--- src/rtl/rsa_pkg.sv ---
// rtl/rsa_pkg.sv - shared width default and controller state encoding for the RSA decrypt block
package rsa_pkg;

    localparam int RSA_WIDTH = 32;

    typedef enum logic [2:0] {
        IDLE,
        LOAD,
        SQR,
        MUL,
        DONE
    } rsa_state_t;

endpackage

--- src/rtl/rsa_modmul_seq.sv ---
// rtl/rsa_modmul_seq.sv - sequential a*b mod n by MSB-first shift-add, done pulse WIDTH+1 cycles after start
module rsa_modmul_seq
    import rsa_pkg::*;
#(
    parameter int WIDTH = RSA_WIDTH
) (
    input  logic             clk,
    input  logic             reset,
    input  logic             start,
    input  logic [WIDTH-1:0] a,
    input  logic [WIDTH-1:0] b,
    input  logic [WIDTH-1:0] n,
    output logic             done,
    output logic [WIDTH-1:0] p
);

    localparam int CW = $clog2(WIDTH + 1);

    logic [WIDTH-1:0] a_r, b_r, n_r, p_r;
    logic [CW-1:0]    cnt;
    logic             busy;
    logic [WIDTH+1:0] n_ext, sum, t1, t2;

    // p < n keeps 2p + b below 3n, so two conditional subtractions always suffice
    always_comb begin
        n_ext = {2'b00, n_r};
        sum   = {1'b0, p_r, 1'b0} + {2'b00, (a_r[WIDTH-1] ? b_r : {WIDTH{1'b0}})};
        t1    = (sum >= n_ext) ? (sum - n_ext) : sum;
        t2    = (t1 >= n_ext) ? (t1 - n_ext) : t1;
    end

    always_ff @(posedge clk or posedge reset) begin
        if (reset) begin
            a_r  <= '0;
            b_r  <= '0;
            n_r  <= '0;
            p_r  <= '0;
            cnt  <= '0;
            busy <= 1'b0;
            done <= 1'b0;
        end else begin
            done <= 1'b0;
            if (start) begin
                a_r  <= a;
                b_r  <= b;
                n_r  <= n;
                p_r  <= '0;
                cnt  <= CW'(WIDTH);
                busy <= 1'b1;
            end else if (busy) begin
                p_r <= t2[WIDTH-1:0];
                a_r <= {a_r[WIDTH-2:0], 1'b0};
                cnt <= cnt - 1'b1;
                if (cnt == CW'(1)) begin
                    busy <= 1'b0;
                    done <= 1'b1;
                end
            end
        end
    end

    assign p = p_r;

endmodule

--- src/rtl/rsa_decrypt.sv ---
// rtl/rsa_decrypt.sv - RSA m = c^d mod n by left-to-right square-and-multiply; RSA_DEC_RANGE_CHK_EN adds c>=n / n<2 error flagging
module rsa_decrypt
    import rsa_pkg::*;
#(
    parameter int WIDTH = RSA_WIDTH
) (
    input  logic             clk,
    input  logic             reset,
    input  logic [WIDTH-1:0] cipht,
    input  logic [WIDTH-1:0] d_key,
    input  logic [WIDTH-1:0] n_key,
    input  logic             in_valid,
    output logic             in_ready,
    output logic [WIDTH-1:0] plaint,
    output logic             out_valid,
    input  logic             out_ready,
    output logic             err
);

    localparam int IW = (WIDTH > 1) ? $clog2(WIDTH) : 1;

    rsa_state_t       state, state_nx;
    logic [WIDTH-1:0] c_r, d_r, n_r, acc;
    logic [IW-1:0]    bit_idx, msb_idx;
    logic             issued, mm_start, mm_done, bit_dec, last_bit, range_err;
    logic [WIDTH-1:0] mm_b, mm_p;

    always_comb begin
        msb_idx = '0;
        for (int i = 0; i < WIDTH; i++) begin
            if (d_r[i]) msb_idx = IW'(i);
        end
    end

`ifdef RSA_DEC_RANGE_CHK_EN
    assign range_err = (c_r >= n_r) || (n_r < WIDTH'(2));
`else
    assign range_err = 1'b0;
`endif

    assign last_bit = (bit_idx == '0);
    assign mm_b     = (state == MUL) ? c_r : acc;

    always_comb begin
        state_nx = state;
        mm_start = 1'b0;
        bit_dec  = 1'b0;
        case (state)
            IDLE: if (in_valid) state_nx = LOAD;
            LOAD: state_nx = (range_err || d_r == '0) ? DONE : SQR;
            SQR: begin
                if (!issued) begin
                    mm_start = 1'b1;
                end else if (mm_done) begin
                    if (d_r[bit_idx]) begin
                        state_nx = MUL;
                    end else if (last_bit) begin
                        state_nx = DONE;
                    end else begin
                        bit_dec = 1'b1;
                    end
                end
            end
            MUL: begin
                if (!issued) begin
                    mm_start = 1'b1;
                end else if (mm_done) begin
                    state_nx = last_bit ? DONE : SQR;
                    bit_dec  = !last_bit;
                end
            end
            DONE: if (out_ready) state_nx = IDLE;
            default: state_nx = IDLE;
        endcase
    end

    always_ff @(posedge clk or posedge reset) begin
        if (reset) begin
            state   <= IDLE;
            c_r     <= '0;
            d_r     <= '0;
            n_r     <= '0;
            acc     <= '0;
            bit_idx <= '0;
            issued  <= 1'b0;
        end else begin
            state <= state_nx;
            case (state)
                IDLE: begin
                    if (in_valid) begin
                        c_r <= cipht;
                        d_r <= d_key;
                        n_r <= n_key;
                    end
                end
                LOAD: begin
                    // d==0 yields 1 mod n, which is 0 only for the degenerate n<=1
                    if (range_err) acc <= '0;
                    else if (d_r == '0) acc <= (n_r > WIDTH'(1)) ? WIDTH'(1) : '0;
                    else acc <= WIDTH'(1);
                    bit_idx <= msb_idx;
                    issued  <= 1'b0;
                end
                SQR, MUL: begin
                    if (mm_start) begin
                        issued <= 1'b1;
                    end else if (mm_done) begin
                        issued <= 1'b0;
                        acc    <= mm_p;
                    end
                    if (bit_dec) bit_idx <= bit_idx - 1'b1;
                end
                default: ;
            endcase
        end
    end

    rsa_modmul_seq #(.WIDTH(WIDTH)) u_mm (
        .clk   (clk),
        .reset (reset),
        .start (mm_start),
        .a     (acc),
        .b     (mm_b),
        .n     (n_r),
        .done  (mm_done),
        .p     (mm_p)
    );

    assign in_ready  = (state == IDLE);
    assign out_valid = (state == DONE);
    assign plaint    = out_valid ? acc : '0;

`ifdef RSA_DEC_RANGE_CHK_EN
    logic err_r;

    always_ff @(posedge clk or posedge reset) begin
        if (reset) err_r <= 1'b0;
        else if (state == LOAD) err_r <= range_err;
    end

    assign err = out_valid && err_r;
`else
    assign err = 1'b0;
`endif

endmodule

--- config.mk ---
export PLATFORM = sky130hd
export DESIGN_NAME = rsa_decrypt
export DESIGN_NICKNAME = d
export VERILOG_FILES = /design/src/rtl/rsa_pkg.sv /design/src/rtl/rsa_modmul_seq.sv /design/src/rtl/rsa_decrypt.sv
export SDC_FILE = /design/constraint.sdc
export NUM_CORES = 1
export LEC_CHECK = 0
export ABC_AREA = 1
export ABC_CLOCK_PERIOD_IN_PS = 25500
export CORE_UTILIZATION = 25
export CTS_BUF_LIST = sky130_fd_sc_hd__clkbuf_4
export DETAILED_ROUTE_END_ITERATION = 8
export MAX_ROUTING_LAYER = met4
export PLACE_DENSITY = 0.39
export SKIP_LAST_GASP = 1
export SLEW_MARGIN = 20
export SYNTH_ARGS = -nofsm -noshare
export SYNTH_HDL_FRONTEND = slang
export SYNTH_SLANG_ARGS = --single-unit
--- constraint.sdc ---
create_clock -name clk -period 25.5 [get_ports clk]
set_clock_uncertainty 0.2 [all_clocks]
set_input_delay 2.55 -clock clk [delete_from_list [all_inputs] [get_ports clk]]
set_output_delay 2.55 -clock clk [all_outputs]
set_load 0.1 [all_outputs]
==> qor.yml, run 1 <==
clocking:
  cts_root_buf: "clkbuf_4"
  clkLatencyLatePin_ps: 840
  cts_resized: 0
  cts_tree: "built"
  h-tree-depth: 3
  cts_sinks: 273
  postCtsSetupBuffers: 0
  cts_buffers: 88
  max-clock-path-buffers: 3
  path_clk_slew_ps: 60
  ctsHoldBuffers: 0
synthesis:
  ys.flop_type: "dfrtp_1"
  synthTopCellsByArea: "dfrtp_1, nand2_1, ha_1, inv_1, a21oi_1"
  synth_top_cells_by_count: "nand2_1, dfrtp_1, inv_1"
  synth_area_per_cell_um2: 7.75
  yosysSeqAreaShare: 0.393
  yosysTopAreaCell: "dfrtp_1"
  async_flop_share: 1.00
  ys_warn_count: 0
  post-synth-top-area-fraction: 0.393
  syn_area_mm2: 0.0174
  syn_nets: 2445
  synth.most_common_cell: "nand2_1"
  syn_inst: 2244
  synth-edff-count: 0
  synth_seq_cells: 273
  synthDistinctLibCells: 57
job:
  maxCapViolCount: 0
drt:
  wl_per_cell_um: 17.9
  drc: 0
  dr.pass1.iters: 5
  drtAntennaViolNets: 0
  wl_mm: 60.7
  num_vias: 15700
  drt-vias-per-instance: 4.61
  drt-initial-drc-count: 762
critical_path:
  critPathSlowestCell: "nand3_4"
  path_common_cell: "nand2_1"
  r2r-end: "u_mm.p[22]$_DFFE_PP0P_"
  rrSetupSlack_ps: 16110
  startpoint: "u_mm.a_r[31]$_DFFE_PP0P_"
  critPathMaxStageDelay_ps: 550
  crit_path_max_fanout: 60
  cp-endpoint: "u_mm.p[22]$_DFFE_PP0P_"
  arrival_ps: 9870
  cp-start-kind: "flip-flop"
  reg2reg_depth: 49
  endpoint_kind: "flip-flop"
  crit_required_ps: 25980
  crit_type: "flip-flop to flip-flop"
  r2r-start: "u_mm.a_r[31]$_DFFE_PP0P_"
floorplanning:
  initial_core_util: 0.253
  rows: 96
  dieArea_mm2: 0.0706
  fp.dieW_um: 266
  fp.coreArea_mm2: 0.0687
  fp.dieH_um: 266
  pin_count: 135
finish:
  fillerInstances: 7517
  area_growth_pct: 19.4
  nets: 2605
  drive_above_1_share: 0.0955
sta:
  setup_ws_ps: 16110
  fmax_mhz: 106
  worst_pin_slew_ps: 1010
  slew_violations: 0
  finalSetupTns_ps: 0
  setup_viol: 0
  period_minus_slack_ps: 9390
  rsz0062_at_grt: "no"
  fin_crit_sh: 0.368
  slew_headroom: 0.327
  finalHoldViolations: 0
place:
  port_buffers: 133
  dpl.hpwl_mm: 46.9
  place_congestion: 0.890
  place_ws_ps: 16080
global_routing:
  antenna_found_initial: 2
  grtUsageTotal: 0.179
  grt_pass1_vias: 16100
  grt_max_degree: 93
  grt_pass1_wl_mm: 94.2
  overflow: 0
worst_hold_path:
  hold_class: "flip-flop to flip-flop"
run_status:
  status: "completed"
-- routing by layer --
metal,global-route usage,part of all wire
met5,-,0
met4,0.0562,0.027
met3,0.0285,0.033
met2,0.302,0.49
met1,0.219,0.45
-- worst min-delay path by stage --
stage / startpoint / endpoint / slack, ps / cells past startpoint
after floorplan: u_mm.b_r[1]$_DFFE_PP0P_ / u_mm.b_r[1]$_DFFE_PP0P_ / 250 / 2
after global placement: n_r[4]$_DFFE_PP0P_ / u_mm.n_r[4]$_DFFE_PP0P_ / 270 / 2
after detailed placement: u_mm.b_r[8]$_DFFE_PP0P_ / u_mm.b_r[8]$_DFFE_PP0P_ / 270 / 2
after CTS: n_r[4]$_DFFE_PP0P_ / u_mm.n_r[4]$_DFFE_PP0P_ / 280 / 2
after global routing: u_mm.b_r[6]$_DFFE_PP0P_ / u_mm.b_r[6]$_DFFE_PP0P_ / 310 / 2
final: n_r[10]$_DFFE_PP0P_ / u_mm.n_r[10]$_DFFE_PP0P_ / 270 / 2
-- critical path, delay by kind of cell, from the launching register on --
family / cells / cell delay, ps
AO/OA/AOI/OAI: 12 / 2160
XOR/XNOR: 1 / 400
adder cells (fa/ha/maj): 4 / 1070
buffers and inverters: 5 / 840
flip-flops: 1 / 350
AND/OR/NAND/NOR: 27 / 4190
-- kinds of logic (layout without fill, tap and decap cells) --
family                   count (synthesis)  in the layout  synth area share
flip-flops                             273            273             0.393
XOR/XNOR                                90             90            0.0458
AND/OR/NAND/NOR                        834            834             0.193
other                                    1              7          0.000216
adder cells (fa/ha/maj)                101            101            0.0740
multiplexers                            52             52            0.0337
AO/OA/AOI/OAI                          537            537             0.181
buffers and inverters                  356            574            0.0800
-- stage by stage --
stage / hold WS [ps] / instance area, um2 / std cells / utilization
final: 274 / 20800 / 3399 / 0.302
after CTS: 276 / 20700 / 3393 / 0.302
after global routing: 306 / 20800 / 3399 / 0.302
after detailed placement: 274 / 19700 / 3245 / 0.286
after global placement: 269 / 19700 / 3245 / 0.286
after floorplan: 249 / 17400 / 2244 / -
-- registers in the layout, summed over array words and instances, names as in the netlist, 32 cells and up --
| signal | count |
|---|---|
| n_r | 32 |
| u_mm.p | 32 |
| c_r | 32 |
| acc | 32 |
| u_mm.a_r | 32 |
| d_r | 32 |
| u_mm.n_r | 32 |
| u_mm.b_r | 32 |
-- area by class of cell --
cell class	instances	area (um2)	share of cell area
clock inverter	22	121	0.00585
antenna	6	15.0	0.000723
timing repair buffer	149	1450	0.0699
multi-input combinational	1615	9190	0.442
sequential	273	6830	0.329
inverter	277	1050	0.0504
tap	931	1160	0.0561
clock buffer	126	946	0.0456
-- cells in the final DEF, fill, tap and decap left out, drive strengths merged, types with 6 or more instances in the layout --
| cell type | n |
|---|---|
| o221ai | 7 |
| o211ai | 15 |
| xor2 | 52 |
| ha | 98 |
| a221o | 23 |
| nand2 | 508 |
| a21oi | 193 |
| nand4 | 14 |
| buf | 16 |
| o21a | 31 |
| mux2 | 52 |
| dfrtp | 273 |
| nor4 | 18 |
| diode | 6 |
| a31oi | 7 |
| clkbuf | 126 |
| clkdlybuf4s50 | 133 |
| clkinv | 19 |
| o22ai | 26 |
| nor2 | 215 |
| inv | 278 |
| nand3 | 46 |
| nor3 | 28 |
| o21ai | 208 |
| xnor2 | 38 |
Power of run 1 is not shown: default switching activity piles up to over one toggle a cycle in this logic, so the estimate is an artifact.
==> run 2: changes to the inputs <==
Settings changed: ABC_CLOCK_PERIOD_IN_PS 25500 to 9330.
Clock period 25.5 ns to 9.33 ns, I/O delays scaled along.
==> run 2 against run 1 <==
Against the previous run:
- cell area grew 0.65%
- first-iteration DRC count grew 16%
- cell count grew 0.29%
- utilization grew 0.20 points
- maximum frequency grew 12%
- critical path type unchanged
==> qor.yml, run 2 (synthesis gave the netlist of run 1 again) <==
critical_path:
  path_common_cell: "nand2_1"
  cp-start-kind: "flip-flop"
  reg2reg_depth: 45  # -8.2%
  arrival_ps: 8880  # -990 ps
  rrSetupSlack_ps: 950  # -15,160 ps
  critPathSlowestCell: "dfrtp_1"
  r2r-end: "u_mm.p[4]$_DFFE_PP0P_"
  crit_path_max_fanout: 33  # -45%
  r2r-start: "u_mm.a_r[31]$_DFFE_PP0P_"
  crit_type: "flip-flop to flip-flop"
  endpoint_kind: "flip-flop"
  critPathMaxStageDelay_ps: 570  # +20 ps
  crit_required_ps: 9820  # -16,160 ps
drt:
  num_vias: 15900  # +1.3%
  wl_mm: 61.4  # +1.1%
  drtAntennaViolNets: 0  # unchanged
  drt-vias-per-instance: 4.65  # +1.0%
  drc: 0  # unchanged
  drt-initial-drc-count: 886  # +16%
  wl_per_cell_um: 18.0  # +0.82%
  dr.pass1.iters: 5  # unchanged
clocking:
  cts_resized: 0  # unchanged
  path_clk_slew_ps: 60  # about the same
  ctsHoldBuffers: 0  # unchanged
  cts_root_buf: "clkbuf_4"
  postCtsSetupBuffers: 0  # unchanged
  cts_buffers: 86  # -2.3%
  max-clock-path-buffers: 3  # unchanged
  h-tree-depth: 3  # unchanged
  cts_sinks: 273  # unchanged
  cts_tree: "built"
  clkLatencyLatePin_ps: 850  # about the same
finish:
  final_common_cell: "nand2_1"
  final_cell_mix: "nand2_1, dfrtp_1, inv_1, nor2_1, a21oi_1"
  nets: 2611  # +0.23%
  area_growth_pct: 20.2
  drive_above_1_share: 0.0970  # +0.00160
floorplanning:
  fp.dieH_um: 266  # unchanged
  pin_count: 135  # unchanged
  fp.dieW_um: 266  # unchanged
  fp.coreArea_mm2: 0.0687  # unchanged
  rows: 96  # unchanged
  dieArea_mm2: 0.0706  # unchanged
  initial_core_util: 0.253  # unchanged
run_status:
  status: "completed"
sta:
  fin_crit_sh: 0.899  # +0.530
  finalHoldViolations: 0  # unchanged
  period_minus_slack_ps: 8380  # -1010 ps
  slew_headroom: 0.322  # -0.00482
  worst_pin_slew_ps: 1010  # +4.13 ps
  fmax_mhz: 119  # +12%
  finalSetupTns_ps: 0  # unchanged
  setup_viol: 0  # unchanged
  slew_violations: 0  # unchanged
  rsz0062_at_grt: "no"
worst_hold_path:
  hold_start: "n_r[4]$_DFFE_PP0P_"
  hold_end: "u_mm.n_r[4]$_DFFE_PP0P_"
  hold_class: "flip-flop to flip-flop"
  hold_depth: 2  # unchanged
global_routing:
  grt_pass1_wl_mm: 95.6  # +1.5%
  grt_max_degree: 113  # +22%
  grtUsageTotal: 0.182  # +0.00298
  overflow: 0  # unchanged
  antenna_found_initial: 3  # +1
  grt_pass1_vias: 16400  # +2.4%
place:
  port_buffers: 133  # unchanged
  place_congestion: 0.901  # +1.2%
  dpl.hpwl_mm: 47.3  # +0.97%
job:
  maxCapViolCount: 0  # unchanged
[run 2: layout make-up]
type / instances / area (um2)
diodes: 5 / 12.5
clock inverters: 26 / 181
inverters: 277 / 1050
well taps: 931 / 1160
fillers: 7612 / 47800
clock buffers: 125 / 938
repair buffers: 157 / 1540
flip-flops and latches: 273 / 6830
multi-input cells: 1615 / 9190
[run 2: how the worst max path moves through the flow]
| stage | start | endpoint | slack [ps] | cells after the start |
|---|---|---|---|---|
| 2_1_floorplan | reset | acc[0]$_DFFE_PP0P_ | 670 | 1 |
| 3_3_place_gp | u_mm.a_r[31]$_DFFE_PP0P_ | u_mm.p[23]$_DFFE_PP0P_ | 970 | 51 |
| 3_5_place_dp | u_mm.a_r[31]$_DFFE_PP0P_ | u_mm.p[23]$_DFFE_PP0P_ | 920 | 50 |
| 4_1_cts | u_mm.a_r[31]$_DFFE_PP0P_ | u_mm.p[23]$_DFFE_PP0P_ | 880 | 50 |
| 5_1_grt | u_mm.a_r[31]$_DFFE_PP0P_ | u_mm.p[1]$_DFFE_PP0P_ | 110 | 51 |
| 6_report | u_mm.a_r[31]$_DFFE_PP0P_ | u_mm.p[4]$_DFFE_PP0P_ | 950 | 45 |
[run 2: critical path, delay by kind of cell, from the launching register on]
family / cells / cell delay, ps
adder cells (fa/ha/maj): 3 / 1000
AO/OA/AOI/OAI: 12 / 2040
AND/OR/NAND/NOR: 21 / 2730
XOR/XNOR: 1 / 360
flip-flops: 1 / 570
buffers and inverters: 8 / 1290
[run 2: routing by layer]
metal | global-route usage | part of all wire | vias to the layer above
met2 | 0.300 | 0.48 | 323
li1 | - | - | 7846
met1 | 0.224 | 0.45 | 7578
met4 | 0.0668 | 0.033 | 0
met5 | - | 0 | -
met3 | 0.0296 | 0.036 | 119
[run 2: through the flow]
step                utilization  area (um2)  hold WS [ps]  std cells  setup WS (ps)
floorplan                     -       17400           249       2244            673
CTS                       0.304       20900           284       3404            878
detailed placement        0.288       19800           270       3253            921
global placement          0.288       19800           272       3253            967
finish                    0.304       20900           278       3409            947
global route              0.304       20900           295       3408            107
Power of run 2 is left out for the same reason.
==> run 3: changes to the inputs <==
Settings changed: CORE_MARGIN from default to 1.5, REMOVE_ABC_BUFFERS from default to 1.
==> run 3 against run 2 <==
Against the previous run:
- die area up 0.75%
- cell area down 0.47%
- sequential cell count unchanged
- utilization down 0.14 points
- cell count down 0.59%
- register-to-register slack about the same
- via count down 0.26%
- maximum frequency down 0.12%
- count of clock-buffer cells in the layout down 6
- global-route usage down 0.20 points
- worst setup slack worse by 10 ps
- hold slack better by 2.5 ps
- critical path type unchanged
==> qor.yml, run 3 (synthesis gave the netlist of run 1 again) <==
place:
  dpl.hpwl_mm: 46.5  # -1.8%
  dp.cells: 3249  # -0.12%
  placed_cell_area_mm2: 0.0197  # -0.28%
  port_buffers: 133  # unchanged
  place_congestion: 0.889  # -1.3%
critical_path:
  rrSetupSlack_ps: 940  # about the same
  r2r-end: "u_mm.p[23]$_DFFE_PP0P_"
  crit_type: "flip-flop to flip-flop"
  cp-start-kind: "flip-flop"
  reg2reg_depth: 51  # +13%
  crit_required_ps: 9850  # +30 ps
  critPathSlowestCell: "dfrtp_1"
  endpoint_kind: "flip-flop"
  critPathMaxStageDelay_ps: 720  # +150 ps
  path_common_cell: "nand2_1"
  r2r-start: "u_mm.a_r[31]$_DFFE_PP0P_"
  arrival_ps: 8910  # +30 ps
  crit_path_max_fanout: 60  # +82%
clocking:
  cts_resized: 0  # unchanged
  clkLatencyLatePin_ps: 840  # about the same
  cts_sinks: 273  # unchanged
  postCtsSetupBuffers: 0  # unchanged
  h-tree-depth: 3  # unchanged
  cts_root_buf: "clkbuf_4"
  cts_buffers: 87  # +1.2%
  ctsHoldBuffers: 0  # unchanged
  max-clock-path-buffers: 3  # unchanged
  path_clk_slew_ps: 60  # about the same
  cts_tree: "built"
drt:
  drc: 0  # unchanged
  drtAntennaViolNets: 0  # unchanged
  num_vias: 15800  # -0.26%
  dr.pass1.iters: 5  # unchanged
  wl_per_cell_um: 18.0  # -0.28%
  drt-initial-drc-count: 1013  # +14%
  drt-vias-per-instance: 4.67  # +0.33%
  wl_mm: 60.9  # -0.86%
floorplanning:
  fp.dieH_um: 267  # +0.38%
  rows: 96  # unchanged
  dieArea_mm2: 0.0711  # +0.75%
  fp.dieW_um: 267  # +0.38%
  initial_core_util: 0.253  # unchanged
  fp.coreArea_mm2: 0.0687  # unchanged
  pin_count: 135  # unchanged
sta:
  period_minus_slack_ps: 8390  # +10.1 ps
  slew_violations: 0  # unchanged
  fin_crit_sh: 0.900  # +0.00108
  fmax_mhz: 119  # -0.12%
  finalSetupTns_ps: 0  # unchanged
  finalHoldViolations: 0  # unchanged
  holdWs_ps: 281  # +2.54 ps
  worst_pin_slew_ps: 1040  # +27.0 ps
  setup_viol: 0  # unchanged
  slew_headroom: 0.306  # -0.0160
  rsz0062_at_grt: "no"
finish:
  area_growth_pct: 19.6
  design_area_mm2: 0.0208  # -0.47%
  final_common_cell: "nand2_1"
  nets: 2608  # -0.11%
  drive_above_1_share: 0.0940  # -0.00303
  final_cell_mix: "nand2_1, dfrtp_1, inv_1, nor2_1, a21oi_1"
  final_cells: 3389  # -0.59%
worst_hold_path:
  hold_depth: 2  # unchanged
  hold_end: "u_mm.n_r[11]$_DFFE_PP0P_"
  hold_class: "flip-flop to flip-flop"
  hold_start: "n_r[11]$_DFFE_PP0P_"
global_routing:
  overflow: 0  # unchanged
  grt_max_degree: 103  # -8.8%
  grtUsageTotal: 0.180  # -0.00202
  grt_pass1_vias: 16400  # -0.13%
  grt_pass1_wl_mm: 95.1  # -0.49%
  antenna_found_initial: 1  # -2
job:
  maxCapViolCount: 0  # unchanged
run_status:
  status: "completed"
run 3: cell types whose count changed in the layout (fill, tap and decap cells not counted):
| cell | change |
|---|---|
| buf_12 | -2 |
| buf_4 | -2 |
| bufinv_16 | +1 |
| clkbuf_4 | -6 |
| clkinv_1 | -8 |
| clkinv_2 | +1 |
| clkinv_4 | -1 |
| diode_2 | -4 |
| inv_1 | +1 |
| inv_2 | -2 |
| inv_6 | +1 |
| inv_8 | +1 |
run 3: critical path, delay by kind of cell, from the launching register on:
family / cells / cell delay (ps)
xor gates and xnor gates: 1 / 190
buffers and inverters: 5 / 860
AOI/OAI and AO/OA: 12 / 1960
DFF: 1 / 720
and+or+nand+nor: 29 / 2980
adders and majority gates: 4 / 1350
run 3: layer usage:
metal / vias up / global-route usage / wire length (um)
li1: 7819 / - / -
met1: 7562 / 0.230 / 27900
met2: 334 / 0.288 / 28500
met3: 110 / 0.0299 / 2710
met4: 0 / 0.0637 / 1730
met5: - / - / 0
run 3: final cells by class:
| type | instances | area, um2 |
|---|---|---|
| diodes | 1 | 2.50 |
| clock buffers | 119 | 893 |
| clock inverters | 20 | 194 |
| fillers | 7635 | 47900 |
| inverters | 277 | 1050 |
| multi-input cells | 1615 | 9190 |
| flip-flops and latches | 273 | 6830 |
| well taps | 931 | 1160 |
| repair buffers | 153 | 1480 |
run 3: how the worst max path moves through the flow:
stage	from	endpoint	slack, ps	cells after the start
4_1_cts	u_mm.a_r[31]$_DFFE_PP0P_	u_mm.p[23]$_DFFE_PP0P_	910	51
2_1_floorplan	reset	acc[0]$_DFFE_PP0P_	670	1
5_1_grt	u_mm.a_r[31]$_DFFE_PP0P_	u_mm.p[23]$_DFFE_PP0P_	70	51
6_report	u_mm.a_r[31]$_DFFE_PP0P_	u_mm.p[23]$_DFFE_PP0P_	940	51
3_5_place_dp	u_mm.a_r[31]$_DFFE_PP0P_	u_mm.p[23]$_DFFE_PP0P_	900	51
3_3_place_gp	u_mm.a_r[31]$_DFFE_PP0P_	u_mm.p[23]$_DFFE_PP0P_	1060	51
run 3: through the flow:
step | utilization | worst slack, ps
after CTS | 0.303 | 912
after detailed placement | 0.287 | 900
final | 0.303 | 936
after global placement | 0.287 | 1060
after floorplan | - | 673
after global routing | 0.303 | 70.4
Power of run 3 is left out for the same reason.
